[src/rtl/pc_gen.sv]
// Fetch-stage program counter with exception/ERET entry and a one-entry
// pending-redirect buffer that holds a branch/jump target across a stall.
module pc_gen #(
  parameter int               WIDTH   = 32,
  parameter logic [WIDTH-1:0] PC_INIT = WIDTH'(32'h0000_3000),
  parameter logic [WIDTH-1:0] EXC_VEC = WIDTH'(32'h0000_4180),
  parameter int               STEP    = 4
) (
  input  logic             clk,
  input  logic             reset,
  input  logic             UpdateEn,
  input  logic             redir_valid,
  input  logic [WIDTH-1:0] redir_target,
  input  logic             exc_req,
  input  logic             eret_req,
  input  logic [WIDTH-1:0] epc,
  output logic [WIDTH-1:0] PC_current,
  output logic [WIDTH-1:0] pc_plus,
  output logic             pend_valid,
  output logic             pc_misaligned
);

  logic [WIDTH-1:0] r_pc;
  logic [WIDTH-1:0] r_pend_tgt;
  logic             r_pend_vld;

  logic [WIDTH-1:0] w_pc_nxt;
  logic [WIDTH-1:0] w_pend_tgt_nxt;
  logic             w_pend_vld_nxt;
  logic [WIDTH-1:0] w_pc_plus;

  assign w_pc_plus = r_pc + WIDTH'(STEP);

  // Exception and ERET bypass the stall; a fresh redirect supersedes the buffer.
  always_comb begin
    w_pc_nxt       = r_pc;
    w_pend_tgt_nxt = r_pend_tgt;
    w_pend_vld_nxt = r_pend_vld;
    if (exc_req) begin
      w_pc_nxt       = EXC_VEC;
      w_pend_vld_nxt = 1'b0;
    end else if (eret_req) begin
      w_pc_nxt       = epc;
      w_pend_vld_nxt = 1'b0;
    end else if (UpdateEn) begin
      w_pend_vld_nxt = 1'b0;
      if (redir_valid)
        w_pc_nxt = redir_target;
      else if (r_pend_vld)
        w_pc_nxt = r_pend_tgt;
      else
        w_pc_nxt = w_pc_plus;
    end else if (redir_valid) begin
      w_pend_tgt_nxt = redir_target;
      w_pend_vld_nxt = 1'b1;
    end
  end

  always_ff @(posedge clk) begin
    if (reset) begin
      r_pc       <= PC_INIT;
      r_pend_tgt <= '0;
      r_pend_vld <= 1'b0;
    end else begin
      r_pc       <= w_pc_nxt;
      r_pend_tgt <= w_pend_tgt_nxt;
      r_pend_vld <= w_pend_vld_nxt;
    end
  end

  assign PC_current    = r_pc;
  assign pc_plus       = w_pc_plus;
  assign pend_valid    = r_pend_vld;
  assign pc_misaligned = |r_pc[1:0];

endmodule

[config.mk]
export PLATFORM = sky130hd
export DESIGN_NAME = pc_gen
export DESIGN_NICKNAME = d
export VERILOG_FILES = /design/src/rtl/pc_gen.sv
export SDC_FILE = /design/constraint.sdc
export NUM_CORES = 1
export LEC_CHECK = 0
export ABC_CLOCK_PERIOD_IN_PS = 1900
export CORE_MARGIN = 5
export CORE_UTILIZATION = 41
export DETAILED_ROUTE_END_ITERATION = 7
export GPL_ROUTABILITY_DRIVEN = 0
export PLACE_DENSITY = 0.74
export SYNTH_ARGS = -nofsm -noshare
export SYNTH_HDL_FRONTEND = slang
export SYNTH_SLANG_ARGS = --single-unit
[constraint.sdc]
create_clock -name clk -period 1.9 [get_ports clk]
set_input_delay 0.38 -clock clk [delete_from_list [all_inputs] [get_ports clk]]
set_output_delay 0.38 -clock clk [all_outputs]
set_load 0.02 [all_outputs]
---- After elaboration in Yosys (flattened, before gate mapping) ----
Cells that the tools add are included.
word-level totals
  bits of input ports ..................... 70
  flip-flop bits (word level) ............. 65
  latch bits .............................. 0
  memories kept ........................... 0
  logic and storage cells ................. 19
  ROM bits ................................ 0
  output and inout bits ................... 66
  RAM bits ................................ 0
operators by class
  equality and inequality tests ........... 0
  magnitude comparators ................... 0
  reduce and logical (&&, ||, !) cells .... 6
  multipliers ............................. 0
  divide/modulo/power cells ............... 0
  bitwise operators ....................... 3
  $add $sub $neg .......................... 1
  shift operators ......................... 0
  muxes and demuxes ....................... 5
operators by type and width
  operator                 count
  $mux W32                 4
  $add A32 B3 Y32 const B  1
  $mux W15                 1
  $reduce_and A4 Y1        1
  $reduce_or A2 Y1         2
  $reduce_or A4 Y1         1
  $not A1 Y1               3
  $reduce_bool A3 Y1       1
  $reduce_bool A2 Y1       1

---- Longest topological paths before layout ----
  depth in word-level cells ............... 6
  gate-level depth with buffers ........... 7

---- Worst setup path before layout ----
No wires, ideal clock.
  kind .................................... flip-flop to output port
  start point ............................. reg r_pc[2] (netlist: PC_current[2])
  end point ............................... out pc_plus[26]
  cell stages (with the launch flop) ...... 7
  data arrival time ....................... 2.134 ns
  buffers on the path ..................... 1
  slack ................................... -0.614 ns
  path through ............................ dfxtp_1 > ha_1 > nand2_1 > or3_1 > buf_6 > nor4_1 > xor2_1
between the ends
  longest elaborated chain between the ends .. 1
RTL lines
  item                    line  text
  start, declared         23    logic [WIDTH-1:0] r_pc;
  start signal, assigned  65    r_pc <= w_pc_nxt;
  $add A32 B3 Y32         32    assign w_pc_plus = r_pc + WIDTH'(STEP);
  end, declared           18    output logic [WIDTH-1:0] pc_plus,
No other way between the ends.

---- Worst setup path in the final report ----
  start point ............................. reg r_pc[9] (netlist: PC_current[9])
  end point ............................... out pc_plus[29]
The elaborated chain is that of the path after synthesis.

==> impl_metrics.csv <==
group,metric,value,unit
outcome,status,"finished, violations left",
outcome,violations,"negative setup slack",
drt,wl_per_cell,22.6,µm
sta,fin_setup_tns,-17480,ps
clocking,clockRootBuffer,"clkbuf_8",
clocking,ctsHoldBuffers,0,
drt,drcViolationCount,0,
worst_setup_path,rr_startpoint,"PC_current[9]",
hold_path,holdPathEnd,"r_pend_tgt[6]",
layout,drive_gt1_share,39.2,%
die,die_w,108,µm
pwr,power_density,507,mW/mm²
synth,synth_edf_count,0,
synth,ys.flop_type,"dfxtp_1",
synth,async_reset_ff_share,0,%
global_routing,grt_pass1_wl,28400,µm
synth,synth_seq_cells,65,
drt,drt_wl_total,21300,µm
layout,antenna_cells,0,
sta,maxSlewHeadroom,66.7,%
worst_setup_path,rr_endpoint,"PC_current[21]",
synth,syn-num-nets,600,
clocking,clk_transition_reported_paths,90,ps
synth,synthTopCellsByArea,"dfxtp_1 (33%), nand2_1 (9.3%), a21oi_1 (6.5%)",
clocking,worstSkewPairLatency,360,ps
hold_path,min_path_cells,2,
sta,hold_viol_final,0,
die,die_height,108,µm
worst_setup_path,worstSetupStartpointType,"flip-flop",
clocking,clockBufferDepth,2,
drt,routed-via-count,5926,
placement,place_ws,-722,ps
clocking,htree_num_levels,3,
worst_setup_path,required,1520,ps
synth,synth_area_leader_cell,"dfxtp_1",
synth,ys_warn_count,0,
layout,nets,879,
sta,fin_crit_sh,148,%
placement,hpwl,12400,µm
sta,period_needed,2810,ps
worst_setup_path,rr_worst_depth,14,
die,placeableCoreArea,0.00928,mm²
pwr,p_leak,3.38,nW
synth,yosysSeqAreaShare,33.3,%
clocking,cts_tree,"done",
sta,setup_slack,-908,ps
worst_setup_path,worstPathMaxFanout,6,
flow_run,drv_cap,0,
synth,synth_top_area_share,33.3,%
die,rows,35,
global_routing,grtUsageTotal,31.2,%
clocking,cts_sinks,65,
global_routing,grt_pass1_vias,5544,
hold_path,hold_start,"r_pend_tgt[6]",
global_routing,grt_antenna_before_repair,0,
layout,area_growth,93.6,%
worst_setup_path,ff2ff_setup_slack,-750,ps
drt,avgViaCountPerCell,6.30,
sta,finalSetupViolations,45,
synth,syn_area,0.00391,mm²
die,dieArea,0.0116,mm²
synth,yosysUniqueCellTypes,58,
drt,drt_first_pass_iters,6,
global_routing,grt-ovfl-total,0,
clocking,numCtsBuffers,9,
hold_path,worstHoldPathType,"flip-flop to flip-flop",
drt,ant_nets,0,
worst_setup_path,crit_start,"PC_current[9]",
sta,max_freq,356,MHz
die,ios,136,
sta,worstMarginPinSlew,498,ps
sta,report.final.slew_viol_count,0,
worst_setup_path,end_kind,"output pin",
worst_setup_path,cp.arrival,2430,ps
sta,fin_skew,13.7,ps
synth,syn_inst,529,
drt,dr.first_iter.drc_count,702,
pwr,irDropWorstVdd,0.000361,V
die,floorplan.initialDensity,42.1,%
synth,avgSynthCellArea,7.39,µm²
global_routing,grt_max_degree,36,
placement,portBuffers,135,
worst_setup_path,crit_type,"flip-flop to output pin",
sta,rsz0062_at_grt,"yes",
## worst max-delay path by stage
stage                       end
finish              pc_plus[29]
global route        pc_plus[29]
floorplan           pc_plus[16]
global placement    pc_plus[16]
detailed placement  pc_plus[30]
CTS                 pc_plus[16]
## cell families (layout without fill, tap and decap cells)
group           after synthesis  count (layout)  synth area share [%]
compound gates              151             151                  27.0
xor+xnor                     26              26                  5.83
fa+ha+maj                     1               1                 0.320
buf+inv                      60             342                  6.24
flops                        65              65                  33.3
mux                           4               4                  1.02
simple gates                222             223                  26.3
## flip-flops by register name, indices dropped and copies added, names as in the netlist, named ones only
| register | count |
|---|---|
| r_pend_tgt | 32 |
| PC_current | 30 |
| pend_valid | 1 |
## power by group
part | internal (mW) | switching, mW | total (mW)
registers | 1.41 | 0.0523 | 1.47
clock network | 0.551 | 0.655 | 1.21
logic | 0.573 | 0.595 | 1.17
total | 2.54 | 1.30 | 3.84
## cell type report
type                    instances  area (µm²)
repair buffers                312        2800
fillers                       521        1720
flip-flops and latches         65        1330
inverters                      15        56.3
clock buffers                  10         149
clock inverters                 5        40.0
well taps                     129         161
multi-input cells             405        3030
## cell usage after synthesis (7+ instances only)
cell type / number
nor4_1: 10
xor2_1: 10
a31oi_1: 7
a221o_1: 8
nor2_1: 44
inv_1: 15
nand2_1: 97
o31ai_1: 8
nand4_1: 9
xnor2_1: 16
nor3_1: 18
o21ai_0: 14
dfxtp_1: 65
clkbuf_1: 35
a21oi_1: 51
nand3_1: 11
a221oi_1: 15
## timing repair
item / 4_1_cts / 5_1_grt
resized for setup: 195 / 91
pin swaps: 24 / 46
cloned: 0 / 1
endpoints found under the setup margin: 42 / 77
buffers inserted: 40 / 26
## through the flow
stage,hold slack (ps),area [µm²],instances,utilization [%],total power [mW]
global route,481,7560,941,81.5,3.94
finish,456,7560,941,81.5,3.84
floorplan,431,4160,529,-,1.91
global placement,439,6490,880,69.9,2.47
detailed placement,444,6490,880,69.9,2.49
CTS,457,7110,927,76.5,3.66
## metal layers
metal  part of all wire [%]  track usage, %  vias up
met2                     46            52.4      520
met5                      0               0        -
li1                       -               -     2473
met3                     11            6.00      179
met4                    7.8            13.6        0
met1                     35            38.6     2754
## cell usage in the layout (no fill, tap or decap), types with 4 or more instances in the layout
master	synthesis	layout
buf_4	2	162
nand2_1	97	91
clkdlybuf4s50_1	0	86
a21oi_1	51	51
dfxtp_1	65	49
nor2_1	44	41
buf_6	1	37
inv_1	15	15
a221oi_1	15	15
dfxtp_2	0	13
nor3_1	18	13
o21ai_0	14	12
dlymetal6s2s_1	0	12
xnor2_2	0	10
nand4_1	9	9
nor4_4	0	9
xor2_2	0	9
clkbuf_8	0	9
dlygate4sd2_1	0	9
a221o_1	8	8
nand3_1	11	6
nand2b_1	6	6
o31ai_1	8	6
a31oi_1	7	6
nand3_4	0	5
or3_4	1	5
or2_2	6	4
o211ai_1	4	4
a32o_1	4	4
## critical path: stages (launching register included)
cell	delay [ps]
dfxtp_2	370
buf_6	120
nand4_1	270
nor4_4	420
buf_4	220
buf_6	100
nand4_1	140
xnor2_2	240
buf_4	180
(Power assumes the default switching activity.)
==> RTL edit (config.mk and constraints unchanged) <==
Set the parameter `WIDTH` to 16 (it was 32).
--- a/src/rtl/pc_gen.sv
+++ b/src/rtl/pc_gen.sv
@@ -1,7 +1,7 @@
 // Fetch-stage program counter with exception/ERET entry and a one-entry
 // pending-redirect buffer that holds a branch/jump target across a stall.
 module pc_gen #(
-  parameter int               WIDTH   = 32,
+  parameter int               WIDTH   = 16,
   parameter logic [WIDTH-1:0] PC_INIT = WIDTH'(32'h0000_3000),
   parameter logic [WIDTH-1:0] EXC_VEC = WIDTH'(32'h0000_4180),
   parameter int               STEP    = 4
Ports: changed (resized PC_current, epc, pc_plus and redir_target); port bits go from 136 to 72. The function was not compared with the original's and may differ.
==> RTL edit against the unedited design <==
  * The flow still finishes with violations (setup timing)
  * Die area is 44% lower
  * Sequential power shrank 49%
  * Register-to-register slack better by 1.0 ns
  * Clock power is 59% lower
  * Wire length decreased by 67%
  * Synthesized cell count down 49%
  * Setup slack better by 0.89 ns
  * Sequential cell count down 32
  * Final area fell by 56%
  * First-iteration DRC count shrank 54%
  * Area after synthesis decreased by 48%
  * Final cell count is 51% lower
  * Total power fell by 54%
  * Critical path type unchanged
  * Largest cell class unchanged
  * Largest power group unchanged
  * Highest routed layer unchanged
==> RTL edit: results (changes against the unedited design) <==
H-tree levels -> 2 (-1)
Sum Neg Setup Slack -> -0.0285 ns (+17.45 ns)
share of layout cells above drive strength 1 -> 28.4% (-11 points)
peak supply drop -> 0.332 mV (-8.1%)
number of flip-flops under the largest register name -> 16 (-50%)
Leak -> 1.33 nW (-61%)
Register-to-Register Path Depth -> 6 (-8)
worst slack, placed -> -0.199 ns (+0.523 ns)
vias in the first global route -> 2318 (-58%)
failing checks -> setup timing
placed cell area -> 0.00321 mm^2 (-51%)
Psw -> 0.507 mW (-61%)
I/O Buffers -> 71 (-47%)
insertion delay to the later sink of the worst-skew pair -> 0.28 ns (-0.08 ns)
largest net degree at the start of global routing -> 19 (-47%)
worst setup margin -> -0.0217 ns (+0.887 ns)
hold worst-path end -> r_pend_tgt[2]
Seq/Total Area, Yosys -> 32.7% (-0.59 points)
combinational cell power -> 0.503 mW (-57%)
# fillers -> 407 (-22%)
total clock network power -> 0.498 mW (-59%)
first-pass GRT wire length -> 11300 um (-60%)
Worst slew margin -> 70.9% (+4.2 points)
outcome -> finished, violations left
R2R Setup Slk -> 0.25 ns (+1.00 ns)
crit-path max FO -> 4 (-2)
most frequent cells after synthesis -> nand2_1 (50), a21oi_1 (35), dfxtp_1 (33), o21ai_0 (13), buf_2 (8)
Distinct cells, synth -> 51 (-12%)
number of buffers created by CTS -> 5 (-4)
1st-pass router iterations -> 5 (-1)
Clk pin slew, worst setup/hold paths -> 0.07 ns (-0.02 ns)
WP data arrival -> 1.54 ns (-0.89 ns)
top cells by area, synth -> dfxtp_1 (33%), nand2_1 (9.3%), a21oi_1 (8.7%)
WL final -> 7050 um (-67%)
Setup violations, final -> 2 (-96%)
post-synth net total -> 307 (-49%)
RTL edit: changes by cell type in the layout (fill, tap and decap cells not counted), moves of 9 or more:
cell / before / now
nor4_4: 9 / 0
dlymetal6s2s_1: 12 / 0
nor3_1: 13 / 4
xor2_2: 9 / 0
nor2_1: 41 / 6
nand2_1: 91 / 50
a221oi_1: 15 / 4
clkdlybuf4s50_1: 86 / 58
buf_6: 37 / 1
dfxtp_1: 49 / 24
a21oi_1: 51 / 35
buf_4: 162 / 66
xnor2_2: 10 / 1
RTL edit: cell families (layout without fill, tap and decap cells):
kind of cell / count (synthesis) / in the layout / share of synthesized area (%)
fa+ha+maj: 1 / 1 / 0.619
compound gates: 76 / 76 / 23.1
xor+xnor: 9 / 9 / 3.90
buf+inv: 29 / 152 / 6.69
flops: 33 / 33 / 32.7
mux: 6 / 6 / 3.04
simple gates: 114 / 114 / 29.9
RTL edit: area by class of cell:
cell class	count	area share [%]
multi-input cells	206	38.6
inverters	7	0.792
repair buffers	137	35.3
flip-flops and latches	33	20.3
clock buffers	6	2.19
clock inverters	2	0.302
well taps	67	2.53
RTL edit: metrics by stage:
step	hold WS, ns	utilization, %	std cells
2_1_floorplan	0.433	-	268
3_3_place_gp	0.440	67.5	448
3_5_place_dp	0.447	67.5	448
4_1_cts	0.457	68.7	456
5_1_grt	0.476	69.8	458
6_report	0.456	69.8	458
RTL edit: metal layers:
metal	track usage [%]	part of all wire [%]	wire (um)
met1	30.8	45	3150
met2	36.4	48	3390
met3	2.24	6.2	435
met4	6.42	1.1	75
met5	0	0	0
RTL edit: timing repair:
item / CTS / global route
cloned: 0 / 0
hold buffers: 0 / 0
setup buffers: 0 / 2
pin swaps: 1 / 8
setup endpoints to repair: 13 / 13
gates resized for setup: 50 / 23
